### config.mk
export PLATFORM = sky130hd
export DESIGN_NAME = vga_timing_monitor
export DESIGN_NICKNAME = d
export VERILOG_FILES = /design/src/rtl/vga_timing_pkg.sv /design/src/rtl/sync_edge_detect.sv /design/src/rtl/vga_timing_monitor.sv
export SDC_FILE = /design/constraint.sdc
export NUM_CORES = 1
export LEC_CHECK = 0
export CAP_MARGIN = 20
export CORE_MARGIN = 5
export CORE_UTILIZATION = 40
export DETAILED_ROUTE_END_ITERATION = 8
export DONT_BUFFER_PORTS = 1
export GPL_TIMING_DRIVEN = 0
export PLACE_DENSITY = 0.54
export SLEW_MARGIN = 30
export SYNTH_ARGS = -nofsm -noshare
export SYNTH_HDL_FRONTEND = slang
export SYNTH_SLANG_ARGS = --single-unit
### constraint.sdc
create_clock -name clk -period 3.46 [get_ports clk]
set_input_delay 1.038 -clock clk [delete_from_list [all_inputs] [get_ports clk]]
set_output_delay 1.038 -clock clk [all_outputs]
set_load 0.1 [all_outputs]
### src/rtl/vga_timing_pkg.sv
// Shared VGA timing definitions: monitor FSM states and 640x480@60 mode constants.
package vga_timing_pkg;

    typedef enum logic [1:0] {
        SEARCH  = 2'd0,
        MEASURE = 2'd1,
        LOCKED  = 2'd2
    } mon_state_t;

    localparam int unsigned H_TOTAL  = 800;
    localparam int unsigned V_TOTAL  = 525;
    localparam int unsigned H_ACTIVE = 640;
    localparam int unsigned V_ACTIVE = 480;

endpackage

### src/rtl/sync_edge_detect.sv
// Two-flop synchronizer with a pix_en-gated detector for the edge into the active level.
module sync_edge_detect #(
    parameter bit ACTIVE_LEVEL = 1'b1
) (
    input  logic clk,
    input  logic reset_n,
    input  logic pix_en,
    input  logic sig_in,
    output logic level,
    output logic lead
);

    logic meta;
    logic sync;
    logic level_q;

    // Synchronizer resets to the inactive level so reset release never looks like an edge.
    always_ff @(posedge clk or negedge reset_n) begin
        if (!reset_n) begin
            meta <= ~ACTIVE_LEVEL;
            sync <= ~ACTIVE_LEVEL;
        end else begin
            meta <= sig_in;
            sync <= meta;
        end
    end

    always_ff @(posedge clk or negedge reset_n) begin
        if (!reset_n) begin
            level_q <= 1'b0;
        end else if (pix_en) begin
            level_q <= level;
        end
    end

    assign level = (sync == ACTIVE_LEVEL);
    assign lead  = pix_en & level & ~level_q;

endmodule

### src/rtl/vga_timing_monitor.sv
// Recovers active-pixel coordinates from a sync/blank stream, measures line/frame
// length and declares lock after enough consecutive frames match the expected mode.
module vga_timing_monitor
    import vga_timing_pkg::*;
#(
    parameter int unsigned H_TOTAL_EXP = H_TOTAL,
    parameter int unsigned V_TOTAL_EXP = V_TOTAL,
    parameter bit          SYNC_POL    = 1'b0,
    parameter int unsigned LOCK_FRAMES = 2,
    parameter int unsigned CW          = 11
) (
    input  logic          clk,
    input  logic          reset_n,
    input  logic          pix_en,
    input  logic          hsync_in,
    input  logic          vsync_in,
    input  logic          hblank_in,
    input  logic          vblank_in,
    output logic [CW-1:0] x_pos,
    output logic [CW-1:0] y_pos,
    output logic          de,
    output logic [CW-1:0] h_total,
    output logic [CW-1:0] v_total,
    output logic          locked,
    output logic          timing_err,
    output logic          frame_start
);

    localparam int unsigned WDW       = (2 * H_TOTAL_EXP > 2) ? $clog2(2 * H_TOTAL_EXP) : 1;
    localparam int unsigned GW        = (LOCK_FRAMES > 1) ? $clog2(LOCK_FRAMES + 1) : 1;
    localparam logic [WDW-1:0] WD_LAST   = WDW'(2 * H_TOTAL_EXP - 1);
    localparam logic [GW-1:0]  GOOD_LAST = GW'(LOCK_FRAMES - 1);
    localparam logic [CW-1:0]  H_EXP     = CW'(H_TOTAL_EXP);
    localparam logic [CW-1:0]  V_EXP     = CW'(V_TOTAL_EXP);

    logic hs_level, hs_lead;
    logic vs_level, vs_lead;
    logic hb_s, hb_lead;
    logic vb_s, vb_lead;
    logic unused_sync;

    sync_edge_detect #(.ACTIVE_LEVEL(SYNC_POL)) u_hsync (
        .clk     (clk),
        .reset_n (reset_n),
        .pix_en  (pix_en),
        .sig_in  (hsync_in),
        .level   (hs_level),
        .lead    (hs_lead)
    );

    sync_edge_detect #(.ACTIVE_LEVEL(SYNC_POL)) u_vsync (
        .clk     (clk),
        .reset_n (reset_n),
        .pix_en  (pix_en),
        .sig_in  (vsync_in),
        .level   (vs_level),
        .lead    (vs_lead)
    );

    sync_edge_detect #(.ACTIVE_LEVEL(1'b1)) u_hblank (
        .clk     (clk),
        .reset_n (reset_n),
        .pix_en  (pix_en),
        .sig_in  (hblank_in),
        .level   (hb_s),
        .lead    (hb_lead)
    );

    sync_edge_detect #(.ACTIVE_LEVEL(1'b1)) u_vblank (
        .clk     (clk),
        .reset_n (reset_n),
        .pix_en  (pix_en),
        .sig_in  (vblank_in),
        .level   (vb_s),
        .lead    (vb_lead)
    );

    assign unused_sync = ^{hs_level, vs_level, hb_lead, vb_lead};

    logic [CW-1:0]  h_cnt;
    logic [CW-1:0]  v_cnt;
    logic [WDW-1:0] wd_cnt;
    logic           line_bad;
    logic           de_next;
    logic [CW-1:0]  h_meas;
    logic [CW-1:0]  v_meas;
    logic           h_mis;
    logic           v_mis;
    logic           wd_to;

    assign de_next = ~hb_s & ~vb_s;
    assign h_meas  = (h_cnt == '1) ? h_cnt : h_cnt + CW'(1);
    assign v_meas  = v_cnt + CW'(1);
    assign h_mis   = hs_lead & (h_meas != H_EXP);
    assign v_mis   = (v_meas != V_EXP);
    // An hsync edge in the same pix_en restarts the watchdog instead of tripping it.
    assign wd_to   = pix_en & ~hs_lead & (wd_cnt == WD_LAST);

    always_ff @(posedge clk or negedge reset_n) begin
        if (!reset_n) begin
            de          <= 1'b0;
            x_pos       <= '0;
            y_pos       <= '0;
            h_cnt       <= '0;
            v_cnt       <= '0;
            h_total     <= '0;
            v_total     <= '0;
            wd_cnt      <= '0;
            line_bad    <= 1'b0;
            frame_start <= 1'b0;
        end else begin
            frame_start <= vs_lead;
            if (pix_en) begin
                de <= de_next;

                if (hb_s)
                    x_pos <= '0;
                else if (de)
                    x_pos <= x_pos + CW'(1);

                if (vb_s)
                    y_pos <= '0;
                else if (de && !de_next)
                    y_pos <= y_pos + CW'(1);

                if (hs_lead) begin
                    h_total <= h_meas;
                    h_cnt   <= '0;
                end else if (h_cnt != '1) begin
                    h_cnt <= h_cnt + CW'(1);
                end

                // A coincident hsync edge is counted into v_total via v_cnt+1.
                if (vs_lead) begin
                    v_total <= v_meas;
                    v_cnt   <= '0;
                end else if (hs_lead) begin
                    v_cnt <= v_cnt + CW'(1);
                end

                if (hs_lead || wd_to)
                    wd_cnt <= '0;
                else
                    wd_cnt <= wd_cnt + WDW'(1);

                if (vs_lead)
                    line_bad <= 1'b0;
                else if (h_mis)
                    line_bad <= 1'b1;
            end
        end
    end

    mon_state_t    state_q, state_d;
    logic [GW-1:0] good_q, good_d;
    logic          locked_d;
    logic          err_d;

    always_ff @(posedge clk or negedge reset_n) begin
        if (!reset_n) begin
            state_q    <= SEARCH;
            good_q     <= '0;
            locked     <= 1'b0;
            timing_err <= 1'b0;
        end else begin
            state_q    <= state_d;
            good_q     <= good_d;
            locked     <= locked_d;
            timing_err <= err_d;
        end
    end

    always_comb begin
        state_d  = state_q;
        good_d   = good_q;
        locked_d = locked;
        err_d    = 1'b0;
        if (pix_en) begin
            case (state_q)
                SEARCH: begin
                    if (vs_lead) begin
                        state_d = MEASURE;
                        good_d  = '0;
                    end
                end
                MEASURE: begin
                    if (wd_to) begin
                        err_d   = 1'b1;
                        state_d = SEARCH;
                        good_d  = '0;
                    end else if (vs_lead) begin
                        if (!v_mis && !line_bad && !h_mis) begin
                            if (good_q >= GOOD_LAST) begin
                                state_d  = LOCKED;
                                locked_d = 1'b1;
                                good_d   = GW'(LOCK_FRAMES);
                            end else begin
                                good_d = good_q + GW'(1);
                            end
                        end else begin
                            good_d = '0;
                        end
                    end
                end
                LOCKED: begin
                    if (h_mis || wd_to || (vs_lead && v_mis)) begin
                        err_d    = 1'b1;
                        locked_d = 1'b0;
                        state_d  = SEARCH;
                        good_d   = '0;
                    end
                end
                default: begin
                    state_d  = SEARCH;
                    good_d   = '0;
                    locked_d = 1'b0;
                end
            endcase
        end
    end

endmodule

==> results.yml <==
status:
  status: "completed"
critical_path:
  r2r_start: "h_cnt[0]"
  cp_max_fo: 8
  end_kind: "register"
  required_ps: 3690
  critPathSlowestCell: "nor4_1"
  worstReg2RegEnd: "state_q[0]"
  rr_worst_depth: 9
  setup.worst_path.start_class: "register"
  path_cells: "ha_1 > buf_4 > nand2_1 > nor4_1 > o41a_1 > nor3_1 > a31oi_4 > o21ai_2 > mux2_4"
  crit_type: "register to register"
  cp.arrival_ps: 3080
  rrSetupSlack_ps: 610
  slowest_delay_ps: 670
timing:
  clock.fmax_mhz: 351.1
  fin_crit_ps: 2849
  setup-tns-final_ps: 0
  worstMarginPinSlew_ps: 1022
  rsz0062_at_grt: "false"
  hold_viol: 0
  relSlewSlack: 0.3188
  setup_violations: 0
  fin_worst_skew_ps: 7.660
  fin_crit_sh: 0.8233
  drv_slew: 0
global_route:
  overflow: 0
  grt_pass1_vias: 3740
  antenna_found_initial: 0
  grtUsageTotal: 0.1618
  grt_max_degree: 97
  grt_pass1_wl_mm: 18.98
power_and_ir_drop:
  seqPwrFrac: 0.567
  combPwrFrac: 0.148
  switching_share: 0.3990
  p_leak_nw: 2.232
  clockPowerShare: 0.286
  p_switching_mw: 1.286
  p_int_mw: 1.936
  power.density_nw_per_um2: 600.0
  max-vdd-ir-drop_mv: 0.3768
clocking:
  clock_sinks: 96
  cts_hold_buf: 0
  cts_tree: "yes"
  insertion_delay_ps: 350
  cts_made_buffers: 9
  post_cts_buffers: 0
  post_cts_resized: 0
  clk_pin_slew_ps: 60
  cts_buffer_depth: 2
  cts_root_buffer: "clkbuf_16"
  cts_max_level: 3
detailed_routing:
  drt-initial-drc-count: 157
  routed_wl_mm: 10.97
  first_pass_iters: 4
  vias: 3710
  avgViaCountPerCell: 5.472
  wl_per_cell_um: 16.18
  drc: 0
  antenna_left: 0
synth:
  async_flop_share: 1.000
  synth-main-ff-cell: "dfrtp_1"
  ys_ff_latch: 96
  yosysUniqueCellTypes: 65
  synth_edf_count: 0
  synth_nets: 531
  syn_inst: 515
  syn-cell-area_sq_um: 4906
  ys_seq_area_frac: 0.4907
  syn_area_per_cell_sq_um: 9.526
  synth_warnings: 0
die:
  die_w_um: 120.7
  dieArea_sq_um: 14580
  die_height_um: 120.7
  core_area_sq_um: 12010
  ioPinCount: 55
  num_rows: 40
  initial_core_util: 0.4084
worst_hold_path:
  min_path_type: "register to register"
  hp-start: "u_hsync.meta"
  hold_depth: 0
  min_to: "u_hsync.sync"
placement:
  portBuffers: 0
  dp.cells: 662
  gp_congestion: 0.8644
  dpl.hpwl_mm: 7.595
finish:
  final_cells: 678
  final_common_cell: "dfrtp_1"
  syn_to_final_growth_pct: 9.462
  final_cell_mix: "91 x dfrtp_1, 61 x nand2_1, 57 x nor2_1, 40 x o21ai_0, 25 x xor2_1"
  regArea_sq_um: 2409
  fillCellCount: 1193
  nets: 542
  utilization: 0.4471
  drive_above_1_share: 0.09981
  multi_input_area_sq_um: 2298
  diodes: 0
job:
  drv_cap: 0
==> logic make-up after synthesis <==
family                     Yosys count  synth area share
xor gates and xnor gates            46           0.08212
DFF                                 96            0.4907
muxes                                6           0.01428
and+or+nand+nor                    210            0.2127
adders and majority gates            9           0.02295
buffers and inverters               43           0.04182
AOI/OAI and AO/OA                  105            0.1354
==> layer usage <==
layer,vias to the layer above,track usage,share of wire
met5,-,0,0
met4,0,0.06091,0.014
met3,11,0.03695,0.045
met2,62,0.2550,0.46
met1,1824,0.2175,0.48
li1,1813,-,-
==> flip-flops by register name (all words and copies together), names as in the netlist, 2 cells and up <==
signal,cells
state_q,2
wd_cnt,11
h_cnt,11
good_q,2
v_cnt,11
v_total,11
y_pos,11
h_total,11
x_pos,11
==> through the flow <==
stage	worst slack [ps]	total power, mW	cell area (sq um)	hold slack (ps)
after floorplan	498.4	2.202	4906	331.2
after global placement	156.2	2.315	5090	336.3
after detailed placement	267.0	2.326	5096	339.6
after CTS	620.7	3.269	5370	357.6
after global routing	412.0	3.407	5370	361.0
final	611.4	3.222	5370	356.2
==> cell type report <==
| cell class | instances | area share |
|---|---|---|
| buffer | 28 | 0.02773 |
| clock buffer | 9 | 0.04194 |
| clock inverter | 7 | 0.009087 |
| inverter | 15 | 0.01048 |
| multi-input combinational | 376 | 0.4280 |
| sequential | 96 | 0.4485 |
| tap | 147 | 0.03425 |
==> power groups by stage <==
stage / Sequential [mW] / Combinational [mW] / Clock [mW]
after global placement: 1.84 / 0.472 / 0
after detailed placement: 1.85 / 0.479 / 0
after CTS: 1.83 / 0.481 / 0.961
final: 1.83 / 0.476 / 0.921
after global routing: 1.85 / 0.548 / 1.01
after floorplan: 1.81 / 0.395 / 0
==> critical path: cells and delay by family, from the launching register on <==
family          cells  cell delay, ps
buf+inv             1             160
mux                 1             300
compound gates      3             690
flops               1             490
simple gates        3             900
fa+ha+maj           1             190
==> synthesized netlist by cell type (all sizes together) (3+ instances only) <==
cell type  count  area share
or2            4      0.0051
and2           4      0.0054
clkbuf        20       0.021
xor2          25       0.045
nor3           8      0.0082
dfrtp         92        0.47
xnor2         21       0.037
or3b           4      0.0077
buf            8      0.0089
nor4b          3      0.0054
or3           10       0.013
dfstp          4       0.021
inv           15       0.011
ha             9       0.023
o31ai          4      0.0061
nand3         23       0.027
a31oi         12       0.018
nor4           4      0.0051
and3           9       0.012
a21oi         24       0.024
o2bb2ai        4      0.0071
o211ai         4      0.0061
o21ai         41       0.043
nor2          57       0.044
nand2         62       0.048
mux2           5       0.012
nand4         12       0.015
==> how the worst max path moves through the flow <==
stage                   from          to  cells past startpoint
CTS                 h_cnt[0]  state_q[0]                      9
global route        h_cnt[0]  state_q[0]                      9
global placement      pix_en  state_q[0]                      7
finish              h_cnt[0]  state_q[0]                      9
detailed placement    pix_en  state_q[0]                      8
floorplan             pix_en  state_q[0]                      8
Power figures use the tool's default switching activity.
